[src/rtl/neo_pkg.sv]
// Shared types and timing for the NeoPixel line encoder.
// NEO_RGBW_EN widens pixel words to 32-bit {G,R,B,W}.
package neo_pkg;

`ifdef NEO_RGBW_EN
  localparam int WORD_W = 32;
`else
  localparam int WORD_W = 24;
`endif

  localparam int BIT_W = $clog2(WORD_W);

  localparam int T0H_CYC   = 18;
  localparam int T0L_CYC   = 45;
  localparam int T1H_CYC   = 35;
  localparam int T1L_CYC   = 28;
  localparam int LATCH_CYC = 2500;

  localparam int TMR_W = $clog2(LATCH_CYC + 1);

  typedef enum logic [1:0] {
    IDLE,
    HIGH,
    LOW,
    LATCH
  } neo_enc_state_t;

  function automatic logic [TMR_W-1:0] hi_load(input logic b);
    return b ? TMR_W'(T1H_CYC - 1) : TMR_W'(T0H_CYC - 1);
  endfunction

  function automatic logic [TMR_W-1:0] lo_load(input logic b);
    return b ? TMR_W'(T1L_CYC - 1) : TMR_W'(T0L_CYC - 1);
  endfunction

endpackage

[src/rtl/neo_phase_timer.sv]
// Loadable phase down-counter; done while the count sits at zero.
module neo_phase_timer #(
  parameter int W = 12
) (
  input  logic         clock,
  input  logic         reset,
  input  logic         load,
  input  logic [W-1:0] load_val,
  output logic         done
);

  logic [W-1:0] count;

  always_ff @(posedge clock) begin
    if (reset) begin
      count <= '0;
    end else if (load) begin
      count <= load_val;
    end else if (count != '0) begin
      count <= count - 1'b1;
    end
  end

  assign done = (count == '0);

endmodule

[src/rtl/neo_bit_encoder.sv]
// WS2812 serial encoder with one-word holding register.
// Define NEO_RGBW_EN for 32-bit RGBW pixel words.
module neo_bit_encoder
  import neo_pkg::*;
(
  input  logic              clock,
  input  logic              reset,
  input  logic [WORD_W-1:0] word_in,
  input  logic              word_valid,
  input  logic              word_last,
  output logic              word_ready,
  output logic              neo_data,
  output logic              busy,
  output logic              latch_done,
  output logic              underrun
);

  neo_enc_state_t state;

  logic [WORD_W-1:0] shift_q;
  logic [WORD_W-1:0] hold_q;
  logic              hold_full;
  logic              hold_last;
  logic              cur_last;
  logic [BIT_W-1:0]  bit_cnt;

  logic              t_load;
  logic [TMR_W-1:0]  t_val;
  logic              t_done;
  logic              accept;
  logic              word_end;

  assign word_ready = !reset && !hold_full && (state != LATCH);
  assign accept     = word_valid && word_ready;
  assign busy       = (state != IDLE);
  assign word_end   = (state == LOW) && t_done && (bit_cnt == '0);
  assign latch_done = !reset && (state == LATCH) && t_done;
  assign underrun   = !reset && word_end && !hold_full && !cur_last;

  always_comb begin
    t_load = 1'b0;
    t_val  = '0;
    unique case (state)
      IDLE: begin
        if (hold_full) begin
          t_load = 1'b1;
          t_val  = hi_load(hold_q[WORD_W-1]);
        end else if (accept) begin
          t_load = 1'b1;
          t_val  = hi_load(word_in[WORD_W-1]);
        end
      end
      HIGH: begin
        if (t_done) begin
          t_load = 1'b1;
          t_val  = lo_load(shift_q[WORD_W-1]);
        end
      end
      LOW: begin
        if (t_done) begin
          t_load = 1'b1;
          if (bit_cnt != '0) begin
            t_val = hi_load(shift_q[WORD_W-2]);
          end else if (hold_full) begin
            t_val = hi_load(hold_q[WORD_W-1]);
          end else begin
            t_val = TMR_W'(LATCH_CYC - 1);
          end
        end
      end
      LATCH: begin
        t_load = 1'b0;
      end
    endcase
  end

  neo_phase_timer #(
    .W(TMR_W)
  ) u_timer (
    .clock    (clock),
    .reset    (reset),
    .load     (t_load),
    .load_val (t_val),
    .done     (t_done)
  );

  always_ff @(posedge clock) begin
    if (reset) begin
      state     <= IDLE;
      neo_data  <= 1'b0;
      shift_q   <= '0;
      hold_q    <= '0;
      hold_full <= 1'b0;
      hold_last <= 1'b0;
      cur_last  <= 1'b0;
      bit_cnt   <= '0;
    end else begin
      if (accept && state != IDLE) begin
        hold_q    <= word_in;
        hold_last <= word_last;
        hold_full <= 1'b1;
      end
      unique case (state)
        IDLE: begin
          // A word parked just as the last packet ended starts first
          if (hold_full) begin
            shift_q   <= hold_q;
            cur_last  <= hold_last;
            hold_full <= 1'b0;
            bit_cnt   <= BIT_W'(WORD_W - 1);
            neo_data  <= 1'b1;
            state     <= HIGH;
          end else if (accept) begin
            shift_q  <= word_in;
            cur_last <= word_last;
            bit_cnt  <= BIT_W'(WORD_W - 1);
            neo_data <= 1'b1;
            state    <= HIGH;
          end
        end
        HIGH: begin
          if (t_done) begin
            neo_data <= 1'b0;
            state    <= LOW;
          end
        end
        LOW: begin
          if (t_done) begin
            if (bit_cnt != '0) begin
              shift_q  <= shift_q << 1;
              bit_cnt  <= bit_cnt - 1'b1;
              neo_data <= 1'b1;
              state    <= HIGH;
            end else if (hold_full) begin
              shift_q   <= hold_q;
              cur_last  <= hold_last;
              hold_full <= 1'b0;
              bit_cnt   <= BIT_W'(WORD_W - 1);
              neo_data  <= 1'b1;
              state     <= HIGH;
            end else begin
              state <= LATCH;
            end
          end
        end
        LATCH: begin
          if (t_done) begin
            state <= IDLE;
          end
        end
      endcase
    end
  end

endmodule
[config.mk]
export PLATFORM = sky130hd
export DESIGN_NAME = neo_bit_encoder
export DESIGN_NICKNAME = d
export VERILOG_FILES = /design/src/rtl/neo_pkg.sv /design/src/rtl/neo_phase_timer.sv /design/src/rtl/neo_bit_encoder.sv
export SDC_FILE = /design/constraint.sdc
export NUM_CORES = 1
export LEC_CHECK = 0
export CORE_ASPECT_RATIO = 0.7
export CORE_MARGIN = 2
export CORE_UTILIZATION = 60
export CTS_BUF_LIST = sky130_fd_sc_hd__clkbuf_2 sky130_fd_sc_hd__clkbuf_4 sky130_fd_sc_hd__clkbuf_8
export DETAILED_ROUTE_END_ITERATION = 8
export PLACE_DENSITY = 0.91
export SETUP_SLACK_MARGIN = 0.3
export SLEW_MARGIN = 20
export SYNTH_ARGS = -nofsm -noshare
export SYNTH_HDL_FRONTEND = slang
export SYNTH_HIERARCHICAL = 1
export SYNTH_SLANG_ARGS = --single-unit
[constraint.sdc]
create_clock -name clock -period 4 [get_ports clock]
set_input_delay 0.4 -clock clock [delete_from_list [all_inputs] [get_ports clock]]
set_output_delay 0.4 -clock clock [all_outputs]
set_load 0.05 [all_outputs]
## Word level (Yosys, flattened, before mapping)

Index checks and enable logic that the tools add are counted.

- Register bits: 71
- Bits in latches: 0
- Bits in writable memories: 0
- Bits in read-only memories: 0
- Output and inout port bits: 5
- Logic and storage cells: 105
- Memories: 0

- Add/sub/neg operators: 2
- Multiply operators: 0
- Div/mod/pow operators: 0
- Order comparisons: 0
- Equality and inequality tests: 11
- Shift-type cells: 0
- Mux-type cells: 55
- Bitwise logic cells: 0
- Reductions and logical operators: 28

Operators by type and width:

| cell | count |
|---|---|
| $mux 24 | 5 |
| $mux 12 | 5 |
| $pmux 24 s2 | 1 |
| $mux 6 | 7 |
| $pmux 12 s3 | 1 |
| $mux 5 | 5 |
| $mux 1 | 18 |
| $mux 2 | 7 |
| $logic_not 12->1 | 1 |
| $ne 2x2->1 const B | 6 |
| $reduce_bool 12->1 | 1 |
| $sub 12x1->12 const B | 1 |
| $logic_and 1x1->1 | 11 |
| $pmux 5 s2 | 1 |
| $reduce_and 5->1 | 2 |
| $pmux 2 s4 | 1 |
| $reduce_and 4->1 | 2 |
| $pmux 1 s3 | 2 |
| $reduce_bool 2->1 | 3 |
| $logic_not 5->1 | 1 |
| $reduce_bool 5->1 | 1 |
| $sub 5x1->5 const B | 1 |
| $eq 2x2->1 const B | 2 |
| $pmux 1 s2 | 2 |
| 7 further kinds | 9 |

## Depth between registers and ports, before layout

- Depth in word-level cells: 10
- Gate-level depth with buffers: 12
- Depth with buffers taken out: 10

## Cells and area by module

The synthesis kept the hierarchy.

Modules (own cells, without submodules):

| module | times used | cells an instance | area each (um2) |
|---|---|---|---|
| neo_bit_encoder | 1 | 354 | 2940.3 |
| neo_phase_timer | 1 | 93 | 729.4 |

## Least setup slack after synthesis

OpenSTA, ideal clock, no wires.

- Kind: reg-to-output
- Start: register u_timer.count[0]
- End: output underrun
- Data arrival time: 3.216 ns
- Setup slack: 0.384 ns
- Stages on the path, launching flop included: 9
- Buffers on the path: 1
- Cells stage by stage: dfxtp_1 -> inv_1 -> ha_1 -> nor3b_1 -> nand3_1 -> inv_1 -> clkbuf_1 -> nand2_1 -> nor4_1

- Cells in the longest elaborated chain, start to end: 6

RTL lines:

| item | RTL line | RTL |
|---|---|---|
| start, declared | neo_phase_timer.sv:12 | `logic [W-1:0] count;` |
| start signal, assigned | neo_phase_timer.sv:18 | `count <= load_val;` |
| start signal, assigned | neo_phase_timer.sv:20 | `count <= count - 1'b1;` |
| $logic_not 12->1 | neo_phase_timer.sv:24 | `assign done = (count == '0);` |
| named net t_done | neo_bit_encoder.sv:29 | `logic t_done;` |
| $logic_and 1x1->1 (2 in series) | neo_bit_encoder.sv:36 | `assign word_end = (state == LOW) && t_done && (bit_cnt == '0);` |
| $logic_and 1x1->1 (3 in series) | neo_bit_encoder.sv:38 | `assign underrun = !reset && word_end && !hold_full && !cur_last;` |
| end, declared | neo_bit_encoder.sv:15 | `output logic underrun` |

The timed path passes the listed nets, and every way through them passes these cells.

## Worst setup path in the final report

- Start: register u_timer.count[0]
- End: output latch_done

- Cells in the longest elaborated chain, start to end: 2

RTL lines:

| item | RTL line | RTL |
|---|---|---|
| $logic_not 12->1 | neo_phase_timer.sv:24 |  |
| named net t_done | neo_bit_encoder.sv:29 |  |
| $logic_and 1x1->1 | neo_bit_encoder.sv:37 | `assign latch_done = !reset && (state == LATCH) && t_done;` |
| end, declared | neo_bit_encoder.sv:14 | `output logic latch_done,` |

The timed path passes the listed nets, and every way through them passes these cells.

==> run_results.csv <==
group,metric,value,unit
power_and_ir_drop,powerDensity,783,mW/mm²
synth,yosysSeqAreaShare,0.387,
timing,period_needed,3.44,ns
floorplan,core,0.00581,mm²
synth,synth_top_area_frac,0.387,
grt,grt_overflow,0,
critical_path,path_max_fanout,9,
finish,fill_cells,411,
cts,clkTransAtPathRegs,0.08,ns
grt,top_usage_layer,"met2",
timing,rsz0062_at_grt,"false",
cts,postCtsHoldBufs,0,
critical_path,critPathRequiredTime,3.60,ns
finish,drive_above_1_share,0.115,
synth,yosys-top-cells-count,"dfxtp_1 (71), nand2_1 (63), inv_1 (41), nor2_1 (41), a21oi_1 (40)",
critical_path,end_kind,"primary output",
synth,synth.avg_cell_area,8.21,µm²
synth,synth_cell_types,52,
timing,worst_pin_slew,1.03,ns
cts,cts_sinks,71,
drt,firstDrtPassIters,5,
power_and_ir_drop,finalPower,0.00333,W
timing,fin_crit_sh,0.860,
grt,grt_pass1_wl,15300,µm
synth,async_reset_ff_frac,0,
grt,gr-usage-met3,0.0706,
cts,cts_root_buf,"clkbuf_8",
synth,yosysMostFrequentCell,"dfxtp_1",
floorplan,start_util,0.631,
drt,vias_per_cell,6.30,
synth,syn_area,0.00367,mm²
synth,synth_top_cell_by_area,"dfxtp_1",
synth,synth_edf_count,0,
drt,drtIter0Drc,270,
worst_hold_path,hold_class,"register to register",
synth,ys_ff_latch,71,
grt,use_met1,0.355,
critical_path,setup.worst_path.class,"register to primary output",
timing,setup_tns,0,ns
cts,numCtsBuffers,9,
synth,ys.flop_type,"dfxtp_1",
drt,wire_per_inst,16.8,µm
timing,report.final.setup_viol,0,
finish,fin_nets,501,
drt,drc,0,
job,maxCapViolations,0,
timing,slew_violations,0,
cts,cts.path.max_buffers,2,
finish,n_antenna_cell,0,
timing,max_freq,291,MHz
floorplan,chipWidth,97.5,µm
timing,hold_viol_final,0,
floorplan,fp.dieH,69.4,µm
synth,syn_inst,447,
grt,grt_use_total,0.274,
finish,synthToLayoutAreaGrowth,15.9,%
floorplan,top_level_ports,33,
critical_path,start_kind,"register",
drt,drt-total-wl,9150,µm
grt,first_global_vias,3304,
drt,vias,3439,
synth,ys.warnings.count,6,
placed_design,dp_hpwl,5880,µm
floorplan,rows,23,
floorplan,fp.dieArea,0.00677,mm²
synth,synth_area_leaders,"dfxtp_1 (39%), o32ai_2 (8.4%), nand2_1 (6.4%), a21oi_1 (5.5%), inv_1 (4.2%)",
grt,grt_use_met2,0.438,
cts,clkLatencyLatePin,0.36,ns
cts,htree_levels,3,
power_and_ir_drop,power_leakage,1.61,nW
grt,grt_start_max_net_pins,33,
critical_path,worst_ep_arrival_time,3.04,ns
grt,antenna_found_initial,0,
placed_design,portBuffers,32,
placed_design,routabilityCongestion,0.903,
timing,max_slew_margin,0.314,
timing,fin_skew,0.00735,ns
drt,postRouteAntennaNets,0,
cts,cts_tree,"done",
outcome,status,"completed",
power_and_ir_drop,peakVddDrop,0.586,mV
[state kept, by name, indices dropped and copies added (netlist names)]
register / count
hold_q: 24
shift_q: 24
u_timer/count: 12
bit_cnt: 5
state: 2
cur_last: 1
hold_full: 1
hold_last: 1
neo_data: 1
[layout by cell type (no fill, tap or decap), types with 2 or more instances in the layout]
| cell type | instances |
|---|---|
| o32ai_1 | 3 |
| mux2i_1 | 7 |
| a21o_1 | 4 |
| bufinv_16 | 3 |
| clkbuf_8 | 11 |
| clkdlybuf4s50_1 | 30 |
| o31ai_1 | 2 |
| conb_1 | 2 |
| nand2_1 | 63 |
| nand3b_1 | 2 |
| nor4_1 | 4 |
| mux2_2 | 3 |
| a221oi_1 | 3 |
| a211o_1 | 2 |
| dfxtp_1 | 71 |
| o31a_1 | 2 |
| and3_1 | 3 |
| a31oi_1 | 2 |
| buf_4 | 6 |
| or3_1 | 5 |
| nand3_1 | 6 |
| nand2b_1 | 4 |
| o21a_1 | 2 |
| nor2_1 | 41 |
| inv_1 | 41 |
| ha_1 | 7 |
| o32ai_2 | 19 |
| o21ai_0 | 5 |
| nor3_1 | 16 |
| o22ai_1 | 22 |
| a311oi_1 | 4 |
| nor2b_1 | 3 |
| a21oi_1 | 40 |
| a211oi_1 | 9 |
[metrics by stage]
| step | instances | setup slack [ns] | utilization | hold WS, ns | instance area [µm²] |
|---|---|---|---|---|---|
| after CTS | 546 | 0.408 | 0.731 | 0.458 | 4250 |
| after global placement | 530 | 0.682 | 0.686 | 0.439 | 3990 |
| after global routing | 546 | 0.443 | 0.731 | 0.471 | 4250 |
| after floorplan | 448 | 0.384 | - | 0.433 | 3670 |
| final | 546 | 0.561 | 0.731 | 0.457 | 4250 |
| after detailed placement | 530 | 0.615 | 0.686 | 0.448 | 3990 |
[power by group]
| part | total, W | switching, W | leakage (nW) | internal (W) |
|---|---|---|---|---|
| logic | 0.00149 | 0.000868 | 0.904 | 0.000621 |
| clock network | 0.000729 | 0.000281 | 0.130 | 0.000448 |
| registers | 0.00111 | 0.000183 | 0.581 | 0.000930 |
[worst paths after layout]
check	from	end	slack, ns	cells after the start
setup reg to reg	u_timer/count[0]$_SDFFE_PP0P_	shift_q[17]$_SDFFE_PP0P_	0.87	10
setup / recovery	u_timer/count[0]$_SDFFE_PP0P_	latch_done	0.56	8
hold / removal	hold_q[18]$_SDFFE_PP0P_	hold_q[18]$_SDFFE_PP0P_	0.46	2
hold reg to reg	hold_q[18]$_SDFFE_PP0P_	hold_q[18]$_SDFFE_PP0P_	0.46	2
[critical path, stage by stage (launching register included)]
cell	delay (ns)
dfxtp_1	0.34
inv_1	0.10
ha_1	0.18
nor3b_2	0.35
nand3_1	0.33
inv_1	0.33
nand2_1	0.11
nor2_1	0.10
clkdlybuf4s50_1	0.84
[routing by layer]
layer	routed length [µm]	vias to the layer above	share of wire
met5	0	-	0
met4	270	0	0.029
met3	692	36	0.076
met2	4200	153	0.46
met1	3990	1620	0.44
li1	-	1630	-
[cell type report]
type,count,area [µm²],area share
timing repair buffer,38,363,0.0853
sequential,71,1420,0.334
inverter,41,154,0.0362
clock buffer,11,151,0.0356
multi-input combinational,305,1960,0.462
clock inverter,5,104,0.0244
tap,75,93.8,0.0221
[cells by family after synthesis]
group                      share of synthesized area
AOI/OAI and AO/OA                              0.277
other                                        0.00102
buffers and inverters                         0.0808
DFF                                            0.387
adders and majority gates                     0.0239
and+or+nand+nor                                0.199
muxes                                         0.0310
[what timing repair did]
action | in CTS | in global routing
endpoints found under the setup margin | 1 | 1
setup buffers | 0 | 0
resized for setup | 1 | 1
hold endpoints to repair | 0 | 0
Note: power is estimated with default switching activity, not from simulation.
